==> src/rtl/dfr_output_streamer.sv <==
// Drains the DFR core's output RAM as an AXI4-Stream master.
// Reads are throttled so a 2-entry FIFO plus one in-flight read never overflow.
//
// state  | meaning
// IDLE   | waiting for start; read port not owned
// STREAM | issuing reads, emitting beats
// DRAIN  | all reads issued, emitting remaining beats
module dfr_output_streamer #(
    parameter int DATA_WIDTH = 32,
    parameter int ADDR_WIDTH = 14
) (
    input  logic                  S_AXI_ACLK,
    input  logic                  S_AXI_ARESETN,
    input  logic                  start,
    input  logic                  abort,
    input  logic [ADDR_WIDTH-1:0] base_addr,
    input  logic [ADDR_WIDTH-1:0] num_words,
    output logic [ADDR_WIDTH-1:0] mem_addr,
    output logic                  mem_ren,
    input  logic [DATA_WIDTH-1:0] mem_dout,
    output logic [DATA_WIDTH-1:0] M_AXIS_TDATA,
    output logic                  M_AXIS_TVALID,
    input  logic                  M_AXIS_TREADY,
    output logic                  M_AXIS_TLAST,
    output logic                  busy,
    output logic                  done,
    output logic [ADDR_WIDTH-1:0] words_sent
);

    typedef enum logic [1:0] {
        ST_IDLE   = 2'd0,
        ST_STREAM = 2'd1,
        ST_DRAIN  = 2'd2
    } state_t;

    state_t                state_q, state_d;
    logic [ADDR_WIDTH-1:0] base_q, base_d;
    logic [ADDR_WIDTH-1:0] num_q, num_d;
    logic [ADDR_WIDTH-1:0] issue_cnt_q, issue_cnt_d;
    logic [ADDR_WIDTH-1:0] words_sent_q, words_sent_d;
    logic [ADDR_WIDTH-1:0] mem_addr_q, mem_addr_d;
    logic                  inflight_q, inflight_d;
    logic                  done_q, done_d;
    logic [DATA_WIDTH-1:0] fifo_q [2];
    logic [DATA_WIDTH-1:0] fifo_d [2];
    logic                  wr_ptr_q, wr_ptr_d;
    logic                  rd_ptr_q, rd_ptr_d;
    logic [1:0]            count_q, count_d;

    logic [ADDR_WIDTH-1:0] addr_now;
    logic [1:0]            occ;
    logic                  tvalid;
    logic                  tlast;
    logic                  pop;
    logic                  push;
    logic                  ren;
    logic                  final_hs;
    logic                  start_ok;
    logic                  start_zero;
    logic                  do_abort;

    always_ff @(posedge S_AXI_ACLK or negedge S_AXI_ARESETN) begin
        if (!S_AXI_ARESETN) begin
            state_q      <= ST_IDLE;
            base_q       <= '0;
            num_q        <= '0;
            issue_cnt_q  <= '0;
            words_sent_q <= '0;
            mem_addr_q   <= '0;
            inflight_q   <= 1'b0;
            done_q       <= 1'b0;
            fifo_q[0]    <= '0;
            fifo_q[1]    <= '0;
            wr_ptr_q     <= 1'b0;
            rd_ptr_q     <= 1'b0;
            count_q      <= '0;
        end else begin
            state_q      <= state_d;
            base_q       <= base_d;
            num_q        <= num_d;
            issue_cnt_q  <= issue_cnt_d;
            words_sent_q <= words_sent_d;
            mem_addr_q   <= mem_addr_d;
            inflight_q   <= inflight_d;
            done_q       <= done_d;
            fifo_q[0]    <= fifo_d[0];
            fifo_q[1]    <= fifo_d[1];
            wr_ptr_q     <= wr_ptr_d;
            rd_ptr_q     <= rd_ptr_d;
            count_q      <= count_d;
        end
    end

    // Output process: stream handshake and read-throttle decode.
    always_comb begin
        busy       = (state_q != ST_IDLE);
        tvalid     = (count_q != 2'd0);
        tlast      = tvalid && (words_sent_q == (num_q - ADDR_WIDTH'(1)));
        pop        = tvalid && M_AXIS_TREADY;
        push       = inflight_q;
        final_hs   = pop && tlast;
        start_ok   = (state_q == ST_IDLE) && start && (num_words != '0);
        start_zero = (state_q == ST_IDLE) && start && (num_words == '0);
        do_abort   = busy && abort;
        occ        = count_q + {1'b0, inflight_q} - {1'b0, pop};
        addr_now   = base_q + issue_cnt_q;
        ren        = (state_q == ST_STREAM) && (issue_cnt_q != num_q) && (occ < 2'd2);
    end

    always_comb begin
        state_d = state_q;
        case (state_q)
            ST_IDLE: begin
                if (start_ok) state_d = ST_STREAM;
            end
            ST_STREAM: begin
                if (abort || final_hs) state_d = ST_IDLE;
                else if (ren && ((issue_cnt_q + ADDR_WIDTH'(1)) == num_q)) state_d = ST_DRAIN;
            end
            ST_DRAIN: begin
                if (abort || final_hs) state_d = ST_IDLE;
            end
            default: state_d = ST_IDLE;
        endcase
    end

    always_comb begin
        base_d       = base_q;
        num_d        = num_q;
        issue_cnt_d  = issue_cnt_q;
        words_sent_d = words_sent_q;
        mem_addr_d   = mem_addr_q;
        inflight_d   = ren;
        done_d       = start_zero || (final_hs && !do_abort);
        fifo_d[0]    = fifo_q[0];
        fifo_d[1]    = fifo_q[1];
        wr_ptr_d     = wr_ptr_q;
        rd_ptr_d     = rd_ptr_q;
        count_d      = count_q + {1'b0, push} - {1'b0, pop};

        if (start_ok) begin
            base_d       = base_addr;
            num_d        = num_words;
            issue_cnt_d  = '0;
            words_sent_d = '0;
        end

        if (ren) begin
            issue_cnt_d = issue_cnt_q + ADDR_WIDTH'(1);
            mem_addr_d  = addr_now;
        end

        if (push) begin
            fifo_d[wr_ptr_q] = mem_dout;
            wr_ptr_d         = ~wr_ptr_q;
        end

        if (pop) begin
            rd_ptr_d     = ~rd_ptr_q;
            words_sent_d = words_sent_q + ADDR_WIDTH'(1);
        end

        // Abort discards buffered and in-flight data and beats a same-cycle handshake.
        if (do_abort) begin
            count_d      = '0;
            wr_ptr_d     = 1'b0;
            rd_ptr_d     = 1'b0;
            inflight_d   = 1'b0;
            words_sent_d = words_sent_q;
        end
    end

    assign mem_ren       = ren;
    assign mem_addr      = ren ? addr_now : mem_addr_q;
    assign M_AXIS_TDATA  = fifo_q[rd_ptr_q];
    assign M_AXIS_TVALID = tvalid;
    assign M_AXIS_TLAST  = tlast;
    assign done          = done_q;
    assign words_sent    = words_sent_q;

endmodule

==> config.mk <==
export PLATFORM = sky130hd
export DESIGN_NAME = dfr_output_streamer
export DESIGN_NICKNAME = d
export VERILOG_FILES = /design/src/rtl/dfr_output_streamer.sv
export SDC_FILE = /design/constraint.sdc
export NUM_CORES = 1
export LEC_CHECK = 0
export ABC_AREA = 1
export ABC_CLOCK_PERIOD_IN_PS = 2530
export CORE_ASPECT_RATIO = 0.7
export CORE_MARGIN = 4
export CORE_UTILIZATION = 30
export CTS_CLUSTER_SIZE = 30
export DETAILED_ROUTE_END_ITERATION = 8
export GPL_TIMING_DRIVEN = 0
export PLACE_DENSITY = 0.6
export SYNTH_ARGS = -nofsm -noshare
export SYNTH_HDL_FRONTEND = slang
export SYNTH_SLANG_ARGS = --single-unit
==> constraint.sdc <==
create_clock -name S_AXI_ACLK -period 2.53 [get_ports S_AXI_ACLK]
set_input_delay 0.3795 -clock S_AXI_ACLK [delete_from_list [all_inputs] [get_ports S_AXI_ACLK]]
set_output_delay 0.3795 -clock S_AXI_ACLK [all_outputs]
set_load 0.01 [all_outputs]
==> impl_metrics.xml, run 1 <==
<?xml version="1.0" encoding="UTF-8"?>
<metrics>
  <group name="run_status">
    <metric name="outcome" unit="">complete, but fails checks</metric>
    <metric name="violations" unit="">setup timing</metric>
  </group>
  <group name="synthesis">
    <metric name="synth-edff-count" unit="">0</metric>
    <metric name="mappedNetlistArea" unit="sq mm">0.00799</metric>
    <metric name="yosys.cell_types.count" unit="">40</metric>
    <metric name="asyncSetResetFlopFracSynth" unit="%">100</metric>
    <metric name="syn_avg_cell_area" unit="sq um">7.47</metric>
    <metric name="ys_ff_latch" unit="">142</metric>
    <metric name="ys.warnings.count" unit="">0</metric>
    <metric name="mappedNetlistNets" unit="">1153</metric>
    <metric name="synth_top_area_share" unit="%">44.5</metric>
    <metric name="synthesis.instances" unit="">1069</metric>
    <metric name="ys_seq_area_share" unit="%">44.5</metric>
    <metric name="synth.top_cells.by_area" unit="">sky130_fd_sc_hd__dfrtp_1 44%, sky130_fd_sc_hd__nand2_1 18%, sky130_fd_sc_hd__o21ai_0 7.0%</metric>
    <metric name="synth-main-ff-cell" unit="">sky130_fd_sc_hd__dfrtp_1</metric>
    <metric name="synth.largest_area_cell" unit="">sky130_fd_sc_hd__dfrtp_1</metric>
  </group>
  <group name="placement">
    <metric name="dpl.hpwl" unit="mm">18.6</metric>
    <metric name="place.gp.congestion" unit="">0.904</metric>
    <metric name="port-buffer-count" unit="">129</metric>
    <metric name="dpl_cell_area" unit="sq mm">0.00987</metric>
    <metric name="dpl.cell_count" unit="">1556</metric>
  </group>
  <group name="sta">
    <metric name="rsz_0062_raised_after_global_routing" unit="">yes</metric>
    <metric name="report.final.slew_viol_count" unit="">0</metric>
    <metric name="achievable-frequency" unit="MHz">308</metric>
    <metric name="setup_viol" unit="">32</metric>
    <metric name="timing.slew.headroom" unit="%">58.5</metric>
    <metric name="final_hold_viol_count" unit="">0</metric>
    <metric name="fin_setup_tns" unit="ns">-13.53</metric>
    <metric name="finalHoldWorstSlack" unit="ns">0.473</metric>
    <metric name="timing.final.crit_period" unit="ns">3.25</metric>
    <metric name="skew" unit="ns">0.0136</metric>
    <metric name="tightest_slew" unit="ns">0.617</metric>
    <metric name="final_critical_path_setup_slack" unit="ns">-0.718</metric>
    <metric name="layout_worst_path_cycle_share" unit="%">128</metric>
  </group>
  <group name="global_routing">
    <metric name="number_of_global_route_vias_before_repair" unit="">7358</metric>
    <metric name="grt_start_max_net_pins" unit="">83</metric>
    <metric name="grt_overflow" unit="">0</metric>
    <metric name="met1_usage" unit="%">26.9</metric>
    <metric name="track_usage" unit="%">17.6</metric>
    <metric name="groute.layer.met2.usage" unit="%">25.2</metric>
    <metric name="grt_util_met3" unit="%">3.83</metric>
    <metric name="grt_antenna_before_repair" unit="">3</metric>
    <metric name="globalRoute.busiestLayer" unit="">met1</metric>
    <metric name="first_pass_grt_wire_length" unit="mm">40.6</metric>
  </group>
  <group name="worst_hold_path">
    <metric name="min_path_type" unit="">flop to flop</metric>
    <metric name="hold_path.startpoint" unit="">mem_addr_q[2]</metric>
    <metric name="hold_path_depth" unit="">2</metric>
    <metric name="hold-path-endpoint" unit="">mem_addr_q[2]</metric>
  </group>
  <group name="floorplanning">
    <metric name="rows" unit="">49</metric>
    <metric name="start_util" unit="%">30.8</metric>
    <metric name="core_region_area" unit="sq mm">0.0259</metric>
    <metric name="die-area" unit="sq mm">0.0293</metric>
    <metric name="top_level_ports" unit="">130</metric>
    <metric name="vertical_die_dimension" unit="um">145</metric>
    <metric name="fp.dieW" unit="um">203</metric>
  </group>
  <group name="critical_path">
    <metric name="critical_path.max_fanout" unit="">9</metric>
    <metric name="r2r.worst_path.cells" unit="">16</metric>
    <metric name="destination_of_the_worst_register_to_register_timing_path" unit="">issue_cnt_q[12]</metric>
    <metric name="rr_startpoint" unit="">count_q[1]</metric>
    <metric name="setup.worst_path.end_class" unit="">output port</metric>
    <metric name="start_kind" unit="">flop</metric>
    <metric name="r2r_setup_slk" unit="ns">-0.26</metric>
    <metric name="worstPathRequired" unit="ns">2.15</metric>
    <metric name="critical_path_type" unit="">flop to output port</metric>
    <metric name="cp_data_arrival_time" unit="ns">2.87</metric>
  </group>
  <group name="clock_network">
    <metric name="clock_pin_slew_on_the_worst_setup_and_hold_paths" unit="ns">0.06</metric>
    <metric name="ctsLongestPathBuffers" unit="">2</metric>
    <metric name="htreeDepth" unit="">4</metric>
    <metric name="clkLatencyLatePin" unit="ns">0.44</metric>
    <metric name="cts.sink_count" unit="">142</metric>
    <metric name="numCtsBuffers" unit="">17</metric>
    <metric name="cts_tree" unit="">yes</metric>
    <metric name="clock_tree.root_cell" unit="">sky130_fd_sc_hd__clkbuf_16</metric>
  </group>
  <group name="route">
    <metric name="detail_route.wirelength" unit="mm">25.6</metric>
    <metric name="num_vias" unit="">7691</metric>
    <metric name="wl_per_cell" unit="um">15.8</metric>
    <metric name="average_vias_per_placed_instance" unit="">4.74</metric>
    <metric name="drcViolationCount" unit="">0</metric>
    <metric name="antenna_left" unit="">0</metric>
    <metric name="drt_first_pass_iters" unit="">7</metric>
    <metric name="drt_iter0_markers" unit="">537</metric>
  </group>
  <group name="finish">
    <metric name="drive_gt1_share" unit="%">15.0</metric>
    <metric name="area.sequential" unit="sq mm">0.00356</metric>
    <metric name="multiInputGateArea" unit="sq mm">0.00419</metric>
    <metric name="stdcell_count" unit="">1621</metric>
    <metric name="antenna_cells" unit="">0</metric>
    <metric name="final.fill_count" unit="">2581</metric>
    <metric name="mostFrequentLayoutCell" unit="">sky130_fd_sc_hd__nand2_1</metric>
    <metric name="final_nets" unit="">1336</metric>
    <metric name="areaGrowthSynthToFinish" unit="%">39.2</metric>
    <metric name="final_design_area_no_fill" unit="sq mm">0.0111</metric>
    <metric name="most-common-layout-cells" unit="">366 x sky130_fd_sc_hd__nand2_1, 139 x sky130_fd_sc_hd__dfrtp_1, 112 x sky130_fd_sc_hd__clkdlybuf4s50_1, 103 x sky130_fd_sc_hd__inv_1, 94 x sky130_fd_sc_hd__o21ai_0</metric>
  </group>
  <group name="power_and_ir_drop">
    <metric name="leakagePower" unit="uW">0.00530</metric>
    <metric name="vdd_drop_max" unit="V">0.000573</metric>
    <metric name="power.density" unit="mW/mm^2">1110</metric>
    <metric name="p_total" unit="uW">12400</metric>
  </group>
  <group name="flow_run">
    <metric name="maxCapViolCount" unit="">0</metric>
  </group>
</metrics>
-- metal layers --
layer  wire length [um]  up-vias
met5                 41        -
met2              10800      222
met4                261        6
li1                   -     3784
met3               1590       32
met1              12900     3647
-- synthesized netlist by cell type, types with 6 or more instances --
| cell type | instances |
|---|---|
| sky130_fd_sc_hd__clkbuf_1 | 25 |
| sky130_fd_sc_hd__nand3_1 | 60 |
| sky130_fd_sc_hd__nor2_1 | 57 |
| sky130_fd_sc_hd__nand3b_1 | 7 |
| sky130_fd_sc_hd__nand4_1 | 14 |
| sky130_fd_sc_hd__buf_2 | 6 |
| sky130_fd_sc_hd__nand2_1 | 379 |
| sky130_fd_sc_hd__o21ai_1 | 6 |
| sky130_fd_sc_hd__xnor2_1 | 18 |
| sky130_fd_sc_hd__nor2_4 | 6 |
| sky130_fd_sc_hd__o21ai_0 | 111 |
| sky130_fd_sc_hd__inv_1 | 109 |
| sky130_fd_sc_hd__xor2_1 | 27 |
| sky130_fd_sc_hd__o22ai_1 | 8 |
| sky130_fd_sc_hd__a21oi_1 | 18 |
| sky130_fd_sc_hd__nor3_1 | 10 |
| sky130_fd_sc_hd__dfrtp_1 | 142 |
| sky130_fd_sc_hd__ha_1 | 18 |
-- worst max-delay path by stage --
stage / from / endpoint / slack (ns) / cells after the start
4_1_cts: count_q[0] / mem_addr[2] / -0.73 / 14
5_1_grt: count_q[1] / mem_addr[2] / -0.81 / 14
2_1_floorplan: count_q[1] / mem_addr[6] / -0.11 / 13
6_report: count_q[1] / mem_addr[3] / -0.72 / 14
3_3_place_gp: S_AXI_ARESETN / fifo_q[48] / -5.01 / 1
3_5_place_dp: M_AXIS_TREADY / mem_addr[6] / -1.13 / 14
-- logic make-up after synthesis --
logic type,Yosys count,synth area share (%)
buffers and inverters,151,7.36
XOR/XNOR,45,4.93
adder cells (fa/ha/maj),19,3.07
AND/OR/NAND/NOR,557,29.9
flip-flops,142,44.5
AO/OA/AOI/OAI,155,10.2
-- power by group --
group / switching, uW / internal, uW / total (uW)
clock network: 1080 / 1700 / 2780
registers: 543 / 3070 / 3620
logic: 3250 / 2750 / 6000
total: 4880 / 7520 / 12400
-- what timing repair did --
action	4_1_cts	5_1_grt
hold buffers	1	0
cloned	1	0
pin swaps	17	17
endpoints found under the setup margin	78	61
setup buffers	29	7
gates resized for setup	141	46
endpoints found under the hold margin	60	0
-- sequential cells by signal, indices dropped and copies added (netlist names) --
name,flops
state_q,2
num_q,14
fifo_q,64
mem_addr_q,14
base_q,14
inflight_q,1
issue_cnt_q,14
done,1
words_sent,14
rd_ptr_q,1
count_q,2
wr_ptr_q,1
-- stage by stage --
step / utilization (%) / setup WS, ns
after global routing: 42.9 / -0.814
after CTS: 42.2 / -0.734
after global placement: 37.9 / -5.01
after detailed placement: 38.0 / -1.13
after floorplan: - / -0.109
final: 42.9 / -0.718
-- final cells by class --
cell class              instances  area share, %
repair inverters                1         0.0675
clock inverters                13           1.78
clock buffers                  18           3.95
inverters                     115           4.07
repair buffers                164           14.5
multi-input cells             776           37.7
well taps                     357           4.02
plain buffers                  35           1.94
flip-flops and latches        142           32.0
-- worst max-delay path, stage by stage (launching register included) --
cell	delay [ns]
sky130_fd_sc_hd__dfrtp_1	0.41
sky130_fd_sc_hd__or2_4	0.26
sky130_fd_sc_hd__nand2_4	0.09
sky130_fd_sc_hd__inv_6	0.04
sky130_fd_sc_hd__ha_4	0.25
sky130_fd_sc_hd__inv_2	0.03
sky130_fd_sc_hd__ha_4	0.16
sky130_fd_sc_hd__xor2_4	0.15
sky130_fd_sc_hd__xor2_2	0.15
sky130_fd_sc_hd__nor3_2	0.15
sky130_fd_sc_hd__nand2_2	0.15
sky130_fd_sc_hd__buf_6	0.16
sky130_fd_sc_hd__buf_12	0.14
sky130_fd_sc_hd__o21ai_4	0.15
sky130_fd_sc_hd__buf_6	0.12
Note: power is estimated with default switching activity, not from simulation.
==> inputs of run 2 (changes only) <==
CAP_MARGIN = 20   (was not set)
==> impl_metrics.xml, run 2 (synthesis results as in run 1) <==
<?xml version="1.0" encoding="UTF-8"?>
<metrics>
  <group name="power_and_ir_drop">
    <metric name="vdd_drop_max" unit="V">0.000573</metric>
    <metric name="p_total" unit="uW">12400</metric>
    <metric name="leakagePower" unit="uW">0.00530</metric>
    <metric name="net-switching-power" unit="uW">4880</metric>
    <metric name="comb_power_share" unit="%">48.4</metric>
    <metric name="internal-power" unit="uW">7520</metric>
    <metric name="power.share.switching" unit="%">39.3</metric>
    <metric name="part_of_the_total_power_dissipated_in_sequential_elements" unit="%">29.2</metric>
    <metric name="power.density" unit="mW/mm^2">1110</metric>
    <metric name="clockPowerShare" unit="%">22.4</metric>
  </group>
  <group name="placement">
    <metric name="dpl.hpwl" unit="mm">18.6</metric>
    <metric name="port-buffer-count" unit="">129</metric>
    <metric name="dpl_cell_area" unit="sq mm">0.00987</metric>
    <metric name="place.gp.congestion" unit="">0.904</metric>
  </group>
  <group name="clock_network">
    <metric name="ctsLongestPathBuffers" unit="">2</metric>
    <metric name="htreeDepth" unit="">4</metric>
    <metric name="clock_tree.root_cell" unit="">sky130_fd_sc_hd__clkbuf_16</metric>
    <metric name="clock_pin_slew_on_the_worst_setup_and_hold_paths" unit="ns">0.06</metric>
    <metric name="cts.sink_count" unit="">142</metric>
    <metric name="clkLatencyLatePin" unit="ns">0.44</metric>
    <metric name="cts_tree" unit="">yes</metric>
    <metric name="numCtsBuffers" unit="">17</metric>
  </group>
  <group name="floorplanning">
    <metric name="rows" unit="">49</metric>
    <metric name="top_level_ports" unit="">130</metric>
    <metric name="core_region_area" unit="sq mm">0.0259</metric>
    <metric name="vertical_die_dimension" unit="um">145</metric>
    <metric name="start_util" unit="%">30.8</metric>
    <metric name="fp.dieW" unit="um">203</metric>
    <metric name="die-area" unit="sq mm">0.0293</metric>
  </group>
  <group name="global_routing">
    <metric name="grt_antenna_before_repair" unit="">3</metric>
    <metric name="grt_start_max_net_pins" unit="">83</metric>
    <metric name="first_pass_grt_wire_length" unit="mm">40.6</metric>
    <metric name="grt_overflow" unit="">0</metric>
    <metric name="number_of_global_route_vias_before_repair" unit="">7358</metric>
    <metric name="track_usage" unit="%">17.6</metric>
  </group>
  <group name="critical_path">
    <metric name="r2r.worst_path.cells" unit="">16</metric>
    <metric name="r2r_setup_slk" unit="ns">-0.26</metric>
    <metric name="destination_of_the_worst_register_to_register_timing_path" unit="">issue_cnt_q[12]</metric>
    <metric name="critical_path.max_fanout" unit="">9</metric>
    <metric name="startpoint" unit="">count_q[1]</metric>
    <metric name="cp_data_arrival_time" unit="ns">2.87</metric>
    <metric name="rr_startpoint" unit="">count_q[1]</metric>
    <metric name="setup.worst_path.end_class" unit="">output port</metric>
    <metric name="critical_path_type" unit="">flop to output port</metric>
    <metric name="worstPathRequired" unit="ns">2.15</metric>
    <metric name="crit_end" unit="">mem_addr[3]</metric>
    <metric name="start_kind" unit="">flop</metric>
  </group>
  <group name="route">
    <metric name="detail_route.wirelength" unit="mm">25.6</metric>
    <metric name="antenna_left" unit="">0</metric>
    <metric name="drcViolationCount" unit="">0</metric>
    <metric name="wl_per_cell" unit="um">15.8</metric>
    <metric name="num_vias" unit="">7691</metric>
    <metric name="drt_iter0_markers" unit="">537</metric>
    <metric name="drt_first_pass_iters" unit="">7</metric>
    <metric name="average_vias_per_placed_instance" unit="">4.74</metric>
  </group>
  <group name="sta">
    <metric name="achievable-frequency" unit="MHz">308</metric>
    <metric name="tightest_slew" unit="ns">0.617</metric>
    <metric name="setup_viol" unit="">32</metric>
    <metric name="timing.slew.headroom" unit="%">58.5</metric>
    <metric name="timing.final.crit_period" unit="ns">3.25</metric>
    <metric name="finalHoldWorstSlack" unit="ns">0.473</metric>
    <metric name="skew" unit="ns">0.0136</metric>
    <metric name="layout_worst_path_cycle_share" unit="%">128</metric>
    <metric name="report.final.slew_viol_count" unit="">0</metric>
    <metric name="rsz_0062_raised_after_global_routing" unit="">yes</metric>
    <metric name="final_critical_path_setup_slack" unit="ns">-0.718</metric>
    <metric name="final_hold_viol_count" unit="">0</metric>
  </group>
  <group name="finish">
    <metric name="largest_register_ff_count" unit="">64</metric>
    <metric name="final_design_area_no_fill" unit="sq mm">0.0111</metric>
    <metric name="areaGrowthSynthToFinish" unit="%">39.2</metric>
    <metric name="mostFrequentLayoutCell" unit="">sky130_fd_sc_hd__nand2_1</metric>
    <metric name="most-common-layout-cells" unit="">366 x sky130_fd_sc_hd__nand2_1, 139 x sky130_fd_sc_hd__dfrtp_1, 112 x sky130_fd_sc_hd__clkdlybuf4s50_1, 103 x sky130_fd_sc_hd__inv_1, 94 x sky130_fd_sc_hd__o21ai_0</metric>
    <metric name="postLayoutCoreUtil" unit="%">42.9</metric>
    <metric name="registers.top_by_ff_count" unit="">fifo_q</metric>
    <metric name="drive_gt1_share" unit="%">15.0</metric>
    <metric name="antenna_cells" unit="">0</metric>
    <metric name="final_nets" unit="">1336</metric>
  </group>
  <group name="worst_hold_path">
    <metric name="min_path_type" unit="">flop to flop</metric>
  </group>
  <group name="run_status">
    <metric name="violations" unit="">setup timing</metric>
    <metric name="outcome" unit="">complete, but fails checks</metric>
  </group>
  <group name="flow_run">
    <metric name="maxCapViolCount" unit="">0</metric>
  </group>
</metrics>
run 2: cell counts in the layout (fill, tap and decap cells not counted):
Identical to the previous run, type by type.
run 2: what timing repair did:
| action | CTS | global route |
|---|---|---|
| endpoints found under the setup margin | 78 | 61 |
| hold buffers | 1 | 0 |
| setup buffers | 29 | 7 |
| pin swaps | 17 | 17 |
| endpoints found under the hold margin | 60 | 0 |
| gates cloned | 1 | 0 |
| resized for setup | 141 | 46 |
run 2: worst min-delay path by stage:
stage                  start       endpoint  slack (ns)  cells after the start
6_report       mem_addr_q[2]  mem_addr_q[2]        0.47                      2
5_1_grt        mem_addr_q[2]  mem_addr_q[2]        0.49                      2
4_1_cts        base_addr[11]     base_q[11]        0.47                      3
3_5_place_dp   S_AXI_ARESETN  words_sent[4]        0.41                      1
3_3_place_gp   mem_addr_q[2]  mem_addr_q[2]        0.46                      2
2_1_floorplan  S_AXI_ARESETN      base_q[0]        0.08                      0
run 2: cell type report:
type | instances | area (sq um)
fillers | 2581 | 14800
multi-input cells | 776 | 4190
flip-flops and latches | 142 | 3560
repair buffers | 164 | 1610
inverters | 115 | 453
well taps | 357 | 447
clock buffers | 18 | 439
plain buffers | 35 | 215
clock inverters | 13 | 198
repair inverters | 1 | 7.51
run 2: metal layers:
metal | global-route usage, % | vias up | part of all wire (%)
met5 | 0 | - | 0.16
met4 | 4.22 | 6 | 1.0
met3 | 3.83 | 32 | 6.2
met2 | 25.2 | 222 | 42
met1 | 26.9 | 3647 | 50
li1 | - | 3784 | -
run 2: worst max-delay path, cell delays in order (launching register included):
cell	delay (ns)
sky130_fd_sc_hd__dfrtp_1	0.41
sky130_fd_sc_hd__or2_4	0.26
sky130_fd_sc_hd__nand2_4	0.09
sky130_fd_sc_hd__inv_6	0.04
sky130_fd_sc_hd__ha_4	0.25
sky130_fd_sc_hd__inv_2	0.03
sky130_fd_sc_hd__ha_4	0.16
sky130_fd_sc_hd__xor2_4	0.15
sky130_fd_sc_hd__xor2_2	0.15
sky130_fd_sc_hd__nor3_2	0.15
sky130_fd_sc_hd__nand2_2	0.15
sky130_fd_sc_hd__buf_6	0.16
sky130_fd_sc_hd__buf_12	0.14
sky130_fd_sc_hd__o21ai_4	0.15
sky130_fd_sc_hd__buf_6	0.12
run 2: power groups by stage:
| stage | Combinational (uW) | Sequential [uW] | Clock [uW] |
|---|---|---|---|
| floorplan | 2910 | 3480 | 0 |
| global placement | 5060 | 3590 | 0 |
| detailed placement | 5110 | 3600 | 0 |
| CTS | 5790 | 3600 | 2830 |
| global route | 6620 | 3720 | 2940 |
| finish | 6000 | 3620 | 2780 |
run 2: metrics by stage:
step                worst slack, ns  instances  TNS, ns
global route                 -0.814       1621   -16.53
finish                       -0.718       1621   -13.53
detailed placement            -1.13       1556   -34.80
global placement              -5.01       1555  -742.07
CTS                          -0.734       1617   -12.56
floorplan                    -0.109       1069   -0.832
==> inputs of run 3 (changes only) <==
CORE_ASPECT_RATIO = 0.5   (was 0.7)
PLACE_DENSITY = 0.58   (was 0.6)
SKIP_CTS_REPAIR_TIMING = 1   (was not set)
==> impl_metrics.xml, run 3 (synthesis results as in run 1) <==
<?xml version="1.0" encoding="UTF-8"?>
<metrics>
  <group name="run_status">
    <metric name="outcome" unit="">complete, but fails checks</metric>
    <metric name="violations" unit="">setup timing</metric>
  </group>
  <group name="critical_path">
    <metric name="destination_of_the_worst_register_to_register_timing_path" unit="">issue_cnt_q[2]</metric>
    <metric name="timing.critical_path.cells" unit="">or2_4, nand2_8, inv_8, ha_4, inv_2, ha_4, xor2_2, xor2_1, nor3_2, nand2_2, buf_6, buf_12, buf_12, o21ai_4, buf_6</metric>
    <metric name="cp_data_arrival_time" unit="ns">2.97</metric>
    <metric name="worstPathRequired" unit="ns">2.15</metric>
    <metric name="critical_path.max_stage_delay" unit="ns">0.39</metric>
    <metric name="critical_path.max_fanout" unit="">5</metric>
    <metric name="critical_path_type" unit="">flop to output port</metric>
    <metric name="rr_startpoint" unit="">count_q[0]</metric>
    <metric name="r2r.worst_path.cells" unit="">17</metric>
    <metric name="start_kind" unit="">flop</metric>
    <metric name="cp_slowest_cell" unit="">sky130_fd_sc_hd__dfrtp_1</metric>
    <metric name="r2r_setup_slk" unit="ns">-0.32</metric>
    <metric name="setup.worst_path.end_class" unit="">output port</metric>
    <metric name="cpLargestDelayFamily" unit="">simple AND/OR/NAND/NOR gates</metric>
    <metric name="worst-path-buf-inv" unit="">6</metric>
  </group>
  <group name="floorplanning">
    <metric name="die-area" unit="sq mm">0.0295</metric>
    <metric name="fp.dieW" unit="um">239</metric>
    <metric name="top_level_ports" unit="">130</metric>
    <metric name="rows" unit="">41</metric>
    <metric name="start_util" unit="%">31.1</metric>
    <metric name="core_region_area" unit="sq mm">0.0257</metric>
    <metric name="vertical_die_dimension" unit="um">123</metric>
  </group>
  <group name="clock_network">
    <metric name="numCtsBuffers" unit="">17</metric>
    <metric name="clkLatencyLatePin" unit="ns">0.44</metric>
    <metric name="clock_tree.root_cell" unit="">sky130_fd_sc_hd__clkbuf_16</metric>
    <metric name="cts_tree" unit="">yes</metric>
    <metric name="clock_pin_slew_on_the_worst_setup_and_hold_paths" unit="ns">0.07</metric>
    <metric name="cts.sink_count" unit="">142</metric>
    <metric name="ctsLongestPathBuffers" unit="">2</metric>
    <metric name="htreeDepth" unit="">4</metric>
  </group>
  <group name="global_routing">
    <metric name="grt_overflow" unit="">0</metric>
    <metric name="track_usage" unit="%">16.2</metric>
    <metric name="grt_start_max_net_pins" unit="">97</metric>
    <metric name="grt_antenna_before_repair" unit="">0</metric>
    <metric name="number_of_global_route_vias_before_repair" unit="">7472</metric>
    <metric name="first_pass_grt_wire_length" unit="mm">38.0</metric>
  </group>
  <group name="route">
    <metric name="routed-wl-met3" unit="um">782</metric>
    <metric name="wl_per_cell" unit="um">14.9</metric>
    <metric name="antenna_left" unit="">0</metric>
    <metric name="average_vias_per_placed_instance" unit="">4.74</metric>
    <metric name="drt_first_pass_iters" unit="">5</metric>
    <metric name="drcViolationCount" unit="">0</metric>
    <metric name="num_vias" unit="">7581</metric>
    <metric name="drt_iter0_markers" unit="">553</metric>
    <metric name="m1_wl" unit="mm">10.7</metric>
    <metric name="wl_met2" unit="mm">12.0</metric>
    <metric name="detail_route.wirelength" unit="mm">23.9</metric>
    <metric name="dr.max_layer_used" unit="">met4</metric>
  </group>
  <group name="finish">
    <metric name="areaGrowthSynthToFinish" unit="%">37.5</metric>
    <metric name="mostFrequentLayoutCell" unit="">sky130_fd_sc_hd__nand2_1</metric>
    <metric name="most-common-layout-cells" unit="">366 x sky130_fd_sc_hd__nand2_1, 140 x sky130_fd_sc_hd__dfrtp_1, 112 x sky130_fd_sc_hd__clkdlybuf4s50_1, 103 x sky130_fd_sc_hd__inv_1, 94 x sky130_fd_sc_hd__o21ai_0</metric>
    <metric name="postLayoutCoreUtil" unit="%">42.7</metric>
    <metric name="antenna_cells" unit="">0</metric>
    <metric name="registers.top_by_ff_count" unit="">fifo_q</metric>
    <metric name="final_design_area_no_fill" unit="sq mm">0.0110</metric>
    <metric name="final_nets" unit="">1326</metric>
    <metric name="stdcell_count" unit="">1599</metric>
    <metric name="drive_gt1_share" unit="%">13.9</metric>
    <metric name="largest_register_ff_count" unit="">64</metric>
  </group>
  <group name="placement">
    <metric name="port-buffer-count" unit="">129</metric>
    <metric name="place.gp.congestion" unit="">0.894</metric>
    <metric name="dpl.hpwl" unit="mm">17.4</metric>
    <metric name="dpl_cell_area" unit="sq mm">0.00985</metric>
    <metric name="dpl.cell_count" unit="">1543</metric>
  </group>
  <group name="sta">
    <metric name="achievable-frequency" unit="MHz">299</metric>
    <metric name="tightest_slew" unit="ns">0.907</metric>
    <metric name="final_hold_viol_count" unit="">0</metric>
    <metric name="setup_viol" unit="">31</metric>
    <metric name="skew" unit="ns">0.00938</metric>
    <metric name="report.final.slew_viol_count" unit="">0</metric>
    <metric name="timing.final.crit_period" unit="ns">3.35</metric>
    <metric name="timing.slew.headroom" unit="%">39.0</metric>
    <metric name="fin_setup_tns" unit="ns">-15.24</metric>
    <metric name="layout_worst_path_cycle_share" unit="%">132</metric>
    <metric name="final_critical_path_setup_slack" unit="ns">-0.819</metric>
    <metric name="rsz_0062_raised_after_global_routing" unit="">yes</metric>
  </group>
  <group name="worst_hold_path">
    <metric name="min_path_type" unit="">input pin to async pin</metric>
  </group>
  <group name="power_and_ir_drop">
    <metric name="vdd_drop_max" unit="V">0.000586</metric>
    <metric name="power.density" unit="mW/mm^2">1100</metric>
    <metric name="p_total" unit="uW">12100</metric>
    <metric name="leakagePower" unit="uW">0.00525</metric>
  </group>
  <group name="flow_run">
    <metric name="maxCapViolCount" unit="">0</metric>
  </group>
</metrics>
==> run 3: cell count changes in the layout (fill, tap and decap cells not counted), sizes merged <==
cell	previous run	this run
buf	60	46
bufinv	4	2
clkbuf	44	46
dlymetal6s2s	0	1
inv	120	124
==> run 3: where the power goes <==
part / internal [uW] / total, uW / switching [uW]
Clock: 1510 / 2680 / 1170
Combinational: 2670 / 5790 / 3120
Sequential: 3070 / 3610 / 543
==> run 3: final cells by class <==
class / instances / area, sq um
Multi-Input combinational cell: 776 / 4160
Fill cell: 2614 / 14700
Clock buffer: 17 / 425
Timing Repair inverter: 1 / 6.26
Sequential cell: 142 / 3560
Buffer: 35 / 218
Tap cell: 344 / 430
Inverter: 115 / 457
Clock inverter: 15 / 191
Timing Repair Buffer: 154 / 1540
==> run 3: worst register-to-register path: cells and delay by family (launching register included) <==
kind                       cells  cell delay, ns
and+or+nand+nor                5            0.83
buffers and inverters          7            0.66
adders and majority gates      2            0.40
AOI/OAI and AO/OA              1            0.13
DFF                            1            0.39
xor gates and xnor gates       2            0.38
==> run 3: layer usage <==
metal / GRT usage [%] / vias to the layer above
li1: - / 3773
met1: 20.7 / 3635
met2: 27.9 / 146
met3: 3.25 / 27
met4: 5.40 / 0
met5: 0 / -
==> run 3: how the worst max path moves through the flow <==
| stage | start | end | slack, ns | cells after the start |
|---|---|---|---|---|
| 2_1_floorplan | count_q[1] | mem_addr[6] | -0.11 | 13 |
| 3_3_place_gp | S_AXI_ARESETN | mem_addr_q[1] | -4.66 | 1 |
| 3_5_place_dp | M_AXIS_TREADY | mem_addr[6] | -1.18 | 14 |
| 4_1_cts | count_q[1] | mem_addr[6] | -1.46 | 14 |
| 5_1_grt | count_q[0] | mem_addr[6] | -0.94 | 15 |
| 6_report | count_q[0] | mem_addr[6] | -0.82 | 15 |
==> run 3: per-stage QoR <==
step,setup WS [ns],hold WS (ns)
finish,-0.819,0.419
global placement,-4.66,0.459
floorplan,-0.109,0.0839
global route,-0.936,0.468
CTS,-1.46,-0.137
detailed placement,-1.18,0.344
